File: src/rtl/ada_muldiv_div.sv
// Iterative radix-2 restoring divider (DIV/DIVU): one quotient bit per cycle plus a sign-fixup cycle.
// Optional macro ADA_DIV_ZERO_EN adds div_zero and a short-circuit path for a zero divisor.
module ada_muldiv_div #(
   parameter int DATA_WIDTH = 32,
   parameter int CNT_WIDTH  = 5
) (
   input  logic                  clk,
   input  logic                  rst_n,
   input  logic                  op_divs,
   input  logic                  op_divu,
   input  logic [DATA_WIDTH-1:0] dividend,
   input  logic [DATA_WIDTH-1:0] divisor,
   input  logic                  flush,
   output logic [DATA_WIDTH-1:0] quotient,
   output logic [DATA_WIDTH-1:0] remainder,
   output logic                  stall,
`ifdef ADA_DIV_ZERO_EN
   output logic                  div_zero,
`endif
   output logic                  done
);

   typedef enum logic [1:0] {IDLE = 2'd0, RUN = 2'd1, FIX = 2'd2} state_t;

   state_t                state_r;
   logic [CNT_WIDTH-1:0]  cnt_r;
   logic [DATA_WIDTH-1:0] rem_r;
   logic [DATA_WIDTH-1:0] quo_r;
   logic [DATA_WIDTH-1:0] dvs_r;
   logic                  neg_q_r;
   logic                  neg_r_r;
`ifdef ADA_DIV_ZERO_EN
   logic                  dz_r;
`endif

   logic                  start_s;
   logic                  dvd_neg_s;
   logic                  dvs_neg_s;
   logic [DATA_WIDTH-1:0] dvd_mag_s;
   logic [DATA_WIDTH-1:0] dvs_mag_s;
   logic [DATA_WIDTH:0]   shift_s;
   logic [DATA_WIDTH:0]   diff_s;

   function automatic logic [DATA_WIDTH-1:0] neg2c(input logic [DATA_WIDTH-1:0] v);
      return ~v + {{(DATA_WIDTH-1){1'b0}}, 1'b1};
   endfunction

   // Start qualification, operand magnitudes and the trial subtract
   always_comb begin
      start_s   = (op_divs | op_divu) & ~flush;
      dvd_neg_s = op_divs & dividend[DATA_WIDTH-1];
      dvs_neg_s = op_divs & divisor[DATA_WIDTH-1];
      dvd_mag_s = dvd_neg_s ? neg2c(dividend) : dividend;
      dvs_mag_s = dvs_neg_s ? neg2c(divisor) : divisor;
      shift_s   = {rem_r, quo_r[DATA_WIDTH-1]};
      diff_s    = shift_s - {1'b0, dvs_r};
   end

   // Divider FSM with registered results and handshake outputs
   always_ff @(posedge clk or negedge rst_n) begin
      if (!rst_n) begin
         state_r   <= IDLE;
         cnt_r     <= {CNT_WIDTH{1'b0}};
         rem_r     <= {DATA_WIDTH{1'b0}};
         quo_r     <= {DATA_WIDTH{1'b0}};
         dvs_r     <= {DATA_WIDTH{1'b0}};
         neg_q_r   <= 1'b0;
         neg_r_r   <= 1'b0;
         quotient  <= {DATA_WIDTH{1'b0}};
         remainder <= {DATA_WIDTH{1'b0}};
         stall     <= 1'b0;
         done      <= 1'b0;
`ifdef ADA_DIV_ZERO_EN
         dz_r      <= 1'b0;
         div_zero  <= 1'b0;
`endif
      end else begin
         done <= 1'b0;
         case (state_r)
            IDLE: begin
               if (start_s) begin
                  dvs_r   <= dvs_mag_s;
                  neg_r_r <= dvd_neg_s;
                  cnt_r   <= CNT_WIDTH'(DATA_WIDTH - 1);
                  stall   <= 1'b1;
`ifdef ADA_DIV_ZERO_EN
                  div_zero <= 1'b0;
                  // Zero divisor: park the dividend magnitude so FIX restores the raw dividend
                  if (divisor == {DATA_WIDTH{1'b0}}) begin
                     dz_r    <= 1'b1;
                     rem_r   <= dvd_mag_s;
                     quo_r   <= {DATA_WIDTH{1'b0}};
                     neg_q_r <= 1'b0;
                     state_r <= FIX;
                  end else begin
                     dz_r    <= 1'b0;
                     rem_r   <= {DATA_WIDTH{1'b0}};
                     quo_r   <= dvd_mag_s;
                     neg_q_r <= dvd_neg_s ^ dvs_neg_s;
                     state_r <= RUN;
                  end
`else
                  rem_r   <= {DATA_WIDTH{1'b0}};
                  quo_r   <= dvd_mag_s;
                  neg_q_r <= dvd_neg_s ^ dvs_neg_s;
                  state_r <= RUN;
`endif
               end else begin
                  state_r <= IDLE;
               end
            end
            RUN: begin
               if (flush) begin
                  state_r <= IDLE;
                  stall   <= 1'b0;
               end else begin
                  // quo_r doubles as the dividend shift register; result bits enter at the bottom
                  quo_r <= {quo_r[DATA_WIDTH-2:0], ~diff_s[DATA_WIDTH]};
                  if (!diff_s[DATA_WIDTH]) begin
                     rem_r <= diff_s[DATA_WIDTH-1:0];
                  end else begin
                     rem_r <= shift_s[DATA_WIDTH-1:0];
                  end
                  cnt_r <= cnt_r - CNT_WIDTH'(1);
                  if (cnt_r == {CNT_WIDTH{1'b0}}) begin
                     state_r <= FIX;
                  end else begin
                     state_r <= RUN;
                  end
               end
            end
            FIX: begin
               state_r <= IDLE;
               stall   <= 1'b0;
               if (!flush) begin
                  quotient  <= neg_q_r ? neg2c(quo_r) : quo_r;
                  remainder <= neg_r_r ? neg2c(rem_r) : rem_r;
                  done      <= 1'b1;
`ifdef ADA_DIV_ZERO_EN
                  div_zero  <= dz_r;
`endif
               end else begin
                  done <= 1'b0;
               end
            end
            default: begin
               state_r <= IDLE;
               stall   <= 1'b0;
            end
         endcase
      end
   end

endmodule

File: config.mk
export PLATFORM = sky130hd
export DESIGN_NAME = ada_muldiv_div
export DESIGN_NICKNAME = d
export VERILOG_FILES = /design/src/rtl/ada_muldiv_div.sv
export SDC_FILE = /design/constraint.sdc
export NUM_CORES = 1
export LEC_CHECK = 0
export ABC_AREA = 1
export CORE_UTILIZATION = 59
export DETAILED_ROUTE_END_ITERATION = 10
export GPL_TIMING_DRIVEN = 0
export PLACE_DENSITY = 0.81
export SLEW_MARGIN = 20
export SYNTH_ARGS = -nofsm -noshare
export SYNTH_HDL_FRONTEND = slang
export SYNTH_SLANG_ARGS = --single-unit
File: constraint.sdc
create_clock -name clk -period 3 [get_ports clk]
set_input_delay 0.3 -clock clk [delete_from_list [all_inputs] [get_ports clk]]
set_output_delay 0.3 -clock clk [all_outputs]
set_load 0.01 [all_outputs]
### Yosys cells after proc, flatten, opt, wreduce, memory -nomap -nowiden

Index checks and enable logic that the tools add are counted.

* equality and inequality tests: 5
* bitwise gates (word level): 11
* add/sub/neg operators: 6
* mux-type cells: 23
* reduce and logical (&&, ||, !) cells: 7

Operators with widths (number)
* two-way mux 32 bit: 9
* adder 32 x 1 -> 32 bit (second input constant): 4
* inverter 32 bit: 4
* case mux 32 bit (2 select lines): 2
* subtractor 33 x 32 -> 33 bit: 1
* two-way mux 5 bit: 2
* case mux 5 bit (2 select lines): 1
* inequality test 2 bit (second input constant): 3
* AND reduction 2 bit: 3
* zero test 5 bit: 1
* two-way mux 1 bit: 5
* subtractor 5 x 1 -> 5 bit (second input constant): 1
* two-way mux 2 bit: 2
* case mux 2 bit (2 select lines): 1
* AND 1 bit: 3
* AND reduction 3 bit: 1
* equality test 2 x 1 -> 1 bit (second input constant): 1
* equality test 2 bit (second input constant): 1
* zero test 2 bit: 1
* inverter 1 bit: 2
* case mux 1 bit (2 select lines): 1
* nonzero test 2 bit: 1
* bitwise OR 1 bit: 1
* bitwise XOR 1 bit: 1

* output and inout bits: 66
* bits of input ports: 69
* register bits after elaboration: 171

### Logic depth before layout (Yosys ltp)

Gate-level depths: netlist (run 1).

* depth in word-level cells: 5
* mapped depth: 18
* gate-level depth less buffers: 17

### Least setup slack after synthesis (run 1)

Ideal clock, no wire load.

* path type: reg-to-reg
* from: reg quo_r[31]
* to: reg rem_r[13]
* stages on the path, launching flop included: 18
* arrival: 2.068 ns
* library setup time: 0.117 ns
* buffers on the path: 2
* setup slack: 0.814 ns
* path through: dfrtp_1 -> inv_1 -> ha_1 -> fa_1 -> inv_1 -> nand2_1 -> nand2_1 -> nand3_1 -> nand2_2 -> nand2_2 -> nand2_4 -> nand2_4 -> nand3_2 -> buf_6 -> buf_12 -> nand3_2 -> nand3_1 -> nand2_1

* word-level cells in the longest chain between the ends: 4

Ends and longest elaborated chain
* start: declaration: line 28 `logic [DATA_WIDTH-1:0] quo_r;`
* start signal: assignment: line 65 `quo_r <= {DATA_WIDTH{1'b0}};`
* start signal: assignment: line 104 `quo_r <= dvd_mag_s;`
* start signal: assignment: line 118 `quo_r <= {quo_r[DATA_WIDTH-2:0], ~diff_s[DATA_WIDTH]};`
* subtractor 33 x 32 -> 33 bit: line 56 `diff_s = shift_s - {1'b0, dvs_r};`
* two-way mux 32 bit: line 119 `if (!diff_s[DATA_WIDTH]) begin`
* two-way mux 32 bit: line 113 `if (flush) begin`
* case mux 32 bit (2 select lines): line 79 `case (state_r)`
* end signal: assignment: line 64 `rem_r <= {DATA_WIDTH{1'b0}};`
* end signal: assignment: line 120 `rem_r <= diff_s[DATA_WIDTH-1:0];`
* end signal: assignment: line 122 `rem_r <= shift_s[DATA_WIDTH-1:0];`
* end: declaration: line 27 `logic [DATA_WIDTH-1:0] rem_r;`

No other way between the ends. The select of a mux whose other input is x is not followed.
A chain may end at the register's enable or synchronous reset.

### Worst setup path in the final report (run 1)

* from: reg quo_r[31]
* to: reg rem_r[17]

Same word-level chain as after synthesis.

==> run metrics, run 1 <==
minimum clock period 2.774 ns; Crit Reg-Reg Startpoint quo_r[31]; # DRC 0; Arrival @ worst endpoint 3.09 ns; Startpoint Class flop; cell family with most CP delay simple AND/OR/NAND/NOR gates; flops & latches, synth 171; cts bufs inserted 17; clock buffer depth 2; routability cong. 0.9543; clk_skew slightly below 0.02 ns; H-Tree Depth 4; CP max stage delay 0.46 ns; period utilization 0.9248; Synth area leaders dfrtp_1, nand2_1, inv_1; Detail Route Antenna Nets 0; Finished Layout Cells approximately 2500; met3 Resource Use GR 0.04849; met2 Use GR 0.5319; unrepaired setup endpoints after global routing false; post-synthesis instance total 2033; CTS Root Cell clkbuf_16; Crit. End Element flop; FF-to-FF setup slack 0.23 ns; CTS tree done; fin nets 2295; first drt pass iteration count 6; Clock Power Share 0.179; die width 150.9 um; Core Util, Final 0.7103; Overall Global Routing Usage 0.3617; CP Depth 18; Pins Over Slew Limit 0; drt total wl between 40000 and 50000 um; clk slew on worst S/H paths about 0.090 ns; post-DP HPWL around 32000 um; top cell type's share of synthesized area 0.3271; Crit Path Category flop to flop; Psw just under 7 mW; Yosys warning count 0; overall power consumption 13.34 mW; setup slack at placement 0.1060 ns; cell accounting for the most synthesized area dfrtp_1; initial antenna violation count 0; slowest CP cell dfrtp_1; first-pass GRT wire length 63340 um; initial core utilization 0.6013; CTS sink count roughly 170; met1 usage 0.5412; Hold Crit Class input port to asynchronous set/reset pin; worst endpoint required time 3.32 ns; I/O pins 135; Gate power share 0.563; Syn-to-layout area delta 18.14%; Vias/cell around 5.6; core area 0.02176 mm2; Max-Cap Viols 0; Pwr Density 863.6 mW/mm2; Final Hold Viols 0; highest clock rate 0.3604 GHz; final setup margin 0.2256 ns; Port Buffers between 100 and 150; cell depth of the worst flop-to-flop path 18; Site Rows 54; Congestion Overflow GR 0; syn avg cell area between 6 and 7 um2; post-synthesis sequential area ratio 0.3271; gr busiest metal met1; Leakage 8.005 nW; DP Cell Count 2448; CP Cell Sequence inv_1, ha_1, fa_1, inv_1, nand2_1, nand2_1, nand3_1, nand2_2, nand2_2, nand2_4, nand2_4, nand2_4, nand2_4, nand2_2, buf_2, nand2_1, nand3_1, nand2_1; EDFF count, synth 0; Slew headroom 0.3295; crit path capture rem_r[17]; post-route cell area 0.01545 mm2; peak fanout along the critical path 10; # Post-CTS Setup Buffers 0; status complete, no violations; Switching Share 0.5042; placed cell area 0.01481 mm2; number of hold buffers added after cts 1; Crit. Startpoint quo_r[31]; post-CTS sizing 0; largest net degree at the start of global routing 101; Syn Nets 2140; count of cell types in the netlist 52; CP bufs+invs 3; die height 150.9 um; Final setup viols 0; clock latency on the worst-skew pair ~0.44 ns; Reg-to-Reg End rem_r[17]; most frequent cell after synthesis nand2_1; DR iter-0 viols 1309; Slew @ Worst Pin about 1.0 ns; Synth Flop Type dfrtp_1; P_int 6.616 mW; share of flip-flops with an asynchronous set or reset 1.000; average wire per standard cell 16.15 um; layout cells sized above 1 0.04589; Cell Area, Synth 0.01308 mm2; Vias 13929; die area around 0.023 mm2; maximum VDD drop 0.4448 mV; top cells by count, synth nand2_1, inv_1, nand3_1; vias in the first global route around 12000; number of diodes 0; Seq pwr share 0.258
## flip-flops by register name, indices dropped and copies added (netlist names)
name       count
quo_r         32
stall          1
done           1
state_r        2
cnt_r          5
neg_q_r        1
quotient      32
remainder     32
neg_r_r        1
rem_r         32
dvs_r         32
## layer usage
layer  wire, um  up-vias
met5          0        -
met4       1100        0
met3       3674       72
met2      16860      721
met1      18430     6326
li1           -     6810
## final cells by class
cell class	count	area (um2)
Sequential cell	171	4279
Clock inverter	15	212.7
Multi-Input combinational cell	1507	7393
Timing Repair Buffer	136	1384
Fill cell	1905	6302
Clock buffer	17	425.4
Tap cell	280	350.3
Buffer	63	312.8
Inverter	292	1096
## placed cells by master, fill, tap and decap left out, drive strengths merged, types with 24 or more instances in the layout
master,instances
nand3,202
nand4,31
buf,27
clkdlybuf4s50,133
xor2,58
a21oi,76
ha,37
nand2,663
clkbuf,55
nor3,24
dfrtp,171
o21ai,156
nor2,176
inv,298
## kinds of logic (layout without fill, tap and decap cells)
group | count (synthesis) | in the layout | share of synthesized area
and+or+nand+nor | 1120 | 1120 | 0.3644
buffers and inverters | 355 | 523 | 0.1077
AOI/OAI and AO/OA | 277 | 277 | 0.1156
DFF | 171 | 171 | 0.3271
xor gates and xnor gates | 72 | 72 | 0.04821
adders and majority gates | 38 | 38 | 0.03692
## power groups by stage
| stage | logic (mW) | clock network, mW | registers, mW |
|---|---|---|---|
| 2_1_floorplan | 5.43 | 0 | 3.22 |
| 3_3_place_gp | 7.12 | 0 | 3.42 |
| 3_5_place_dp | 7.30 | 0 | 3.44 |
| 4_1_cts | 7.37 | 2.39 | 3.40 |
| 5_1_grt | 8.40 | 2.49 | 3.48 |
| 6_report | 7.51 | 2.38 | 3.45 |
## through the flow
step                      setup TNS [ns]  hold slack, ns
final                                  0          0.4735
after global routing                   0          0.5070
after CTS                              0          0.4663
after detailed placement               0          0.3819
after global placement           -870.89          0.4649
after floorplan                        0        0.004409
## worst min-delay path by stage
stage                             from            to  depth (start not counted)
after floorplan                  rst_n      cnt_r[0]                          0
after global placement       dvs_r[11]     dvs_r[11]                          2
after detailed placement         rst_n  remainder[5]                          1
after CTS                 dividend[31]     quo_r[31]                          3
after global routing      quotient[30]  quotient[30]                          2
final                            rst_n  remainder[5]                          2
Power figures use the tool's default switching activity.
==> run 2: changes to the inputs <==
--- a/config.mk
+++ b/config.mk
@@ -6,6 +6,7 @@
 export NUM_CORES = 1
 export LEC_CHECK = 0
 export ABC_AREA = 1
+export CORE_MARGIN = 8
 export CORE_UTILIZATION = 59
 export DETAILED_ROUTE_END_ITERATION = 10
 export GPL_TIMING_DRIVEN = 0
==> run 2 against run 1 <==
  * Core utilization shrank 0.52 points
  * Critical path type unchanged
  * Total power is 1.2% lower
  * Clock skew down 0.0056 ns
  * Cell count is the same
  * Routed wire length rose by 4.8%
  * Sequential power barely moved
  * Via count down 0.25%
  * Non-clock buffer count stayed put
  * Global-route usage shrank 5.1 points
  * Critical path depth stayed put
  * Fmax up 1.7%
  * Critical endpoint is now rem_r[14]
==> run metrics, run 2 (synthesized netlist as in run 1, its figures left out) <==
# DRC 0; peak fanout along the critical path 10; Final Hold Viols 0; CTS tree done; Site Rows 54; status complete, no violations; highest clock rate between 0.3 and 0.4 GHz; core area 0.02182 mm2; DR iter-0 viols roughly 1400; initial antenna violation count 0; tightest hold margin 0.4015 ns; minimum clock period 2.728 ns; post-DP HPWL 33890 um; vias in the first global route 13078; FF-to-FF setup slack 0.27 ns; Crit Path Category flop to flop; Crit. End Element flop; overall power consumption 13.18 mW; post-CTS sizing 0; CP max stage delay 0.41 ns; first-pass GRT wire length 66830 um; slowest CP cell dfrtp_1; Crit. Startpoint quo_r[31]; drt total wl 41970 um; CTS sink count 171; Startpoint Class flop; average wire per standard cell 16.92 um; die width 164.9 um; Reg-to-Reg End rem_r[14]; placed cell area 0.01481 mm2; die height approximately 160 um; Congestion Overflow GR 0; Pins Over Slew Limit 0; Leakage 7.979 nW; worst endpoint required time between 3 and 4 ns; Slew headroom 0.4231; I/O pins 135; unrepaired setup endpoints after global routing false; TNS Setup 0 ns; Slew @ Worst Pin 0.8607 ns; Overall Global Routing Usage 0.3109; clock latency on the worst-skew pair 0.45 ns; H-Tree Depth 4; commonest non-fill, non-tap cell in the layout nand2_1; final setup margin 0.2719 ns; Crit Reg-Reg Startpoint quo_r[31]; initial core utilization 0.5994; CP Cell Sequence inv_1, ha_1, fa_1, inv_1, nand2_1, nand2_1, nand3_1, nand2_2, nand2_2, nand2_4, nand2_4, nand2_4, nand2_4, nand2_2, buf_2, nand2_1, nand3_1, nand2_1; die area between 0.02 and 0.03 mm2; Detail Route Antenna Nets 0; clk slew on worst S/H paths 0.08 ns; cell depth of the worst flop-to-flop path 18; largest net degree at the start of global routing 94; CTS Root Cell clkbuf_16; routability cong. 0.9208; Hold Crit Class input port to asynchronous set/reset pin; Port Buffers around 130; Vias/cell 5.600; setup slack at placement between 0.1 and 0.15 ns; maximum VDD drop 0.4759 mV; period utilization 0.9094; first drt pass iteration count 6; Syn-to-layout area delta 17.64%; clock buffer depth 2; layout cells sized above 1 0.04589; commonest non-fill, non-tap cells in the layout nand2_1, inv_1, nand3_1, dfrtp_1, nor2_1; Max-Cap Viols 0; Final setup viols 0; Pwr Density 856.8 mW/mm2; Arrival @ worst endpoint 3.06 ns; Vias 13894; crit path capture rem_r[14]; fin nets 2295; number of diodes 0; cts bufs inserted 17; clk_skew 0.01423 ns; post-route cell area 0.01539 mm2
[run 2: stage by stage]
stage               std cells  utilization
finish                   2481       0.7051
global route             2481       0.7051
CTS                      2481       0.7051
detailed placement       2448       0.6784
global placement         2447       0.6769
floorplan                2033            -
[run 2: worst min path at each step]
stage | endpoint | from | cells after the start | slack (ns)
detailed placement | dvs_r[6] | rst_n | 1 | 0.31
CTS | dvs_r[6] | rst_n | 2 | 0.44
global route | dvs_r[6] | rst_n | 2 | 0.48
global placement | cnt_r[4] | cnt_r[4] | 2 | 0.46
floorplan | cnt_r[0] | rst_n | 0 | 0.004
finish | dvs_r[6] | rst_n | 2 | 0.40
[run 2: per-layer routing]
layer  GRT usage  routed length (um)
met1      0.4377               18870
met2      0.4637               17720
met3     0.06830                4194
met4      0.1069                1195
met5           0                   0
[run 2: final cells by class]
cell class	count	area, um2
tap	280	350.3
timing repair buffer	136	1384
fill	1942	6435
inverter	292	1096
sequential	171	4279
clock inverter	15	147.6
buffer	63	312.8
multi-input combinational	1507	7393
clock buffer	17	425.4
[run 2: what timing repair did]
item | 4_1_cts | 5_1_grt
hold buffers | 1 | 0
endpoints found under the hold margin | 78 | 0
setup buffers | 0 | 0
[run 2: critical path, delay by kind of cell, from the launching register on]
family	cells	cell delay, ns
and+or+nand+nor	13	1.02
adders and majority gates	2	0.66
buffers and inverters	3	0.50
DFF	1	0.41
[run 2: power breakdown]
group,internal [mW],switching (mW),total (mW)
Clock,1.11,1.10,2.21
Combinational,2.60,4.93,7.53
Sequential,2.79,0.652,3.44
==> run 3: changes to the inputs <==
--- a/config.mk
+++ b/config.mk
@@ -5,12 +5,12 @@
 export SDC_FILE = /design/constraint.sdc
 export NUM_CORES = 1
 export LEC_CHECK = 0
-export ABC_AREA = 1
+export ABC_AREA = 0
 export CORE_MARGIN = 8
-export CORE_UTILIZATION = 59
+export CORE_UTILIZATION = 57
 export DETAILED_ROUTE_END_ITERATION = 10
 export GPL_TIMING_DRIVEN = 0
-export PLACE_DENSITY = 0.81
+export PLACE_DENSITY = 0.8
 export SLEW_MARGIN = 20
 export SYNTH_ARGS = -nofsm -noshare
 export SYNTH_HDL_FRONTEND = slang
==> run 3 against run 2 <==
  * Sequential cell count stayed put
  * Area after synthesis down 13%
  * Largest cell class unchanged
  * Total power down 35%
  * Highest routed layer unchanged
  * Critical endpoint is now rem_r[31]
  * Via count is 20% lower
  * Clock skew decreased by 0.0029 ns
  * Largest power group unchanged
  * Clock-buffer cell count up 2
==> run metrics, run 3 <==
Leakage 5.873 nW; Final Hold Viols 0; Max-Cap Viols 0; CTS sink count approximately 170; CTS tree done; routability cong. 0.9957; average wire per standard cell 18.47 um; top cells by count, synth dfrtp_1, nand2_1, a21oi_1; syn avg cell area 8.220 um2; Synth area leaders dfrtp_1, xor2_1, a21oi_1; Port Buffers 134; Congestion Overflow GR 0; I/O pins 135; cell accounting for the most synthesized area dfrtp_1; Pwr Density 605.3 mW/mm2; period utilization 0.9899; layout cells sized above 1 0.08286; Final setup viols 0; TNS Setup 0 ns; cts bufs inserted 17; highest clock rate 0.3367 GHz; clock buffer depth 2; status complete, no violations; EDFF count, synth 0; Slew @ Worst Pin 0.8119 ns; count of cell types in the netlist 68; clk_skew 0.01133 ns; Overall Global Routing Usage 0.2705; most frequent cell after synthesis dfrtp_1; first-pass GRT wire length 53420 um; Detail Route Antenna Nets 0; flops & latches, synth about 170; clock latency on the worst-skew pair 0.44 ns; Site Rows 51; Vias 11074; clk slew on worst S/H paths roughly 0.07 ns; Crit. End Element flop; post-synthesis sequential area ratio 0.3748; CTS Root Cell clkbuf_16; area of the multi-input gates about 0.0068 mm2; die height 157.5 um; Arrival @ worst endpoint 3.30 ns; worst endpoint required time between 3 and 4 ns; Worst path most repeated cell buf_4; commonest non-fill, non-tap cells in the layout nand2_1, dfrtp_1, a21oi_1, nor2_1, clkdlybuf4s50_1; CP Cell Sequence buf_4, buf_4, ha_1, nor2b_1, o31a_1, o21a_2, a32oi_4, a211oi_2, o21ai_1, a41o_1, nand4_1, a32o_1; Fill cells 1520; largest net degree at the start of global routing between 60 and 70; minimum clock period 2.970 ns; first drt pass iteration count 5; slowest CP cell dfrtp_2; Startpoint Class flop; number of diodes 0; Synth Flop Type dfrtp_1; Crit Path Category flop to flop; die width 157.5 um; core area roughly 0.020 mm2; peak fanout along the critical path 4; Slew headroom 0.4587; Syn Nets between 1000 and 1500; commonest non-fill, non-tap cell in the layout nand2_1; Syn-to-layout area delta 23.18%; Storage cell area 0.004292 mm2; post-synthesis instance total 1389; H-Tree Depth 4; Yosys warning count 0; maximum VDD drop ~0.47 mV; vias in the first global route 10350; initial core utilization 0.5828; post-DP HPWL between 20000 and 30000 um; Pins Over Slew Limit 0; overall power consumption 8.513 mW; drt total wl 33880 um; # DRC 0; top cell type's share of synthesized area 0.3748; Hold Crit Class input port to asynchronous set/reset pin; fin nets 1665; unrepaired setup endpoints after global routing true; CP max stage delay 0.45 ns; share of flip-flops with an asynchronous set or reset 1.000; Cell Area, Synth 0.01142 mm2; initial antenna violation count 0; Vias/cell 6.038; die area 0.02482 mm2; DR iter-0 viols 1091
## run 3: stage by stage
step / worst slack [ns] / cell area [um2] / cells / hold slack (ns) / utilization
6_report: 0.03020 / 14060 / 1834 / 0.3631 / 0.7179
5_1_grt: -0.06360 / 14060 / 1834 / 0.4076 / 0.7179
4_1_cts: 0.006964 / 13800 / 1823 / 0.3724 / 0.7042
3_5_place_dp: -0.5571 / 13150 / 1790 / 0.2195 / 0.6713
3_3_place_gp: -5.151 / 13090 / 1788 / 0.4622 / 0.6682
2_1_floorplan: 0.1072 / 11420 / 1389 / 0.004409 / -
## run 3: repair_timing
item / in CTS / in global routing
resized for setup: 31 / 47
endpoints found under the setup margin: 34 / 45
hold buffers: 1 / 0
hold endpoints to repair: 43 / 0
buffers inserted: 2 / 15
pin swaps: 2 / 14
## run 3: per-layer routing
metal / vias to the layer above / routed length, um / share of wire / track usage
li1: 5262 / - / - / -
met1: 5185 / 14840 / 0.44 / 0.3898
met2: 561 / 14770 / 0.44 / 0.4049
met3: 66 / 3581 / 0.11 / 0.05018
met4: 0 / 696 / 0.021 / 0.08160
met5: - / 0 / 0 / 0
## run 3: worst paths after layout
check                      startpoint             to  slack, ns  depth (start not counted)
setup / recovery             rem_r[0]      rem_r[31]       0.03                         12
hold / removal                  rst_n  remainder[25]       0.36                          2
setup reg to reg             rem_r[0]      rem_r[31]       0.03                         12
hold reg to reg             dvs_r[11]      dvs_r[11]       0.48                          2
max in group asynchronous       rst_n       quo_r[5]       1.96                          3
min in group clk            dvs_r[11]      dvs_r[11]       0.48                          2
## run 3: logic make-up after synthesis
logic type               Yosys count  synth area share
AO/OA/AOI/OAI                    417            0.2244
multiplexers                       6          0.005589
adder cells (fa/ha/maj)           38           0.04230
buffers and inverters            134           0.04427
flip-flops                       171            0.3748
AND/OR/NAND/NOR                  485            0.2027
XOR/XNOR                         138            0.1059
## run 3: cell type report
| type | count | area share |
|---|---|---|
| multi-input combinational | 1084 | 0.4857 |
| sequential | 171 | 0.3052 |
| timing repair buffer | 154 | 0.1094 |
| clock buffer | 19 | 0.03149 |
| buffer | 76 | 0.02384 |
| tap | 265 | 0.02358 |
| inverter | 54 | 0.01459 |
| clock inverter | 11 | 0.006228 |
## run 3: power by group
part | internal, mW | switching, mW | total, mW
clock | 1.09 | 0.958 | 2.04
sequential | 2.63 | 0.476 | 3.10
combinational | 1.40 | 1.97 | 3.37
total | 5.11 | 3.40 | 8.51
## run 3: worst max-delay path: cells and delay by family, from the launching register on
kind	cells	cell delay [ns]
and+or+nand+nor	2	0.23
AOI/OAI and AO/OA	7	1.64
adders and majority gates	1	0.27
DFF	1	0.45
buffers and inverters	2	0.27
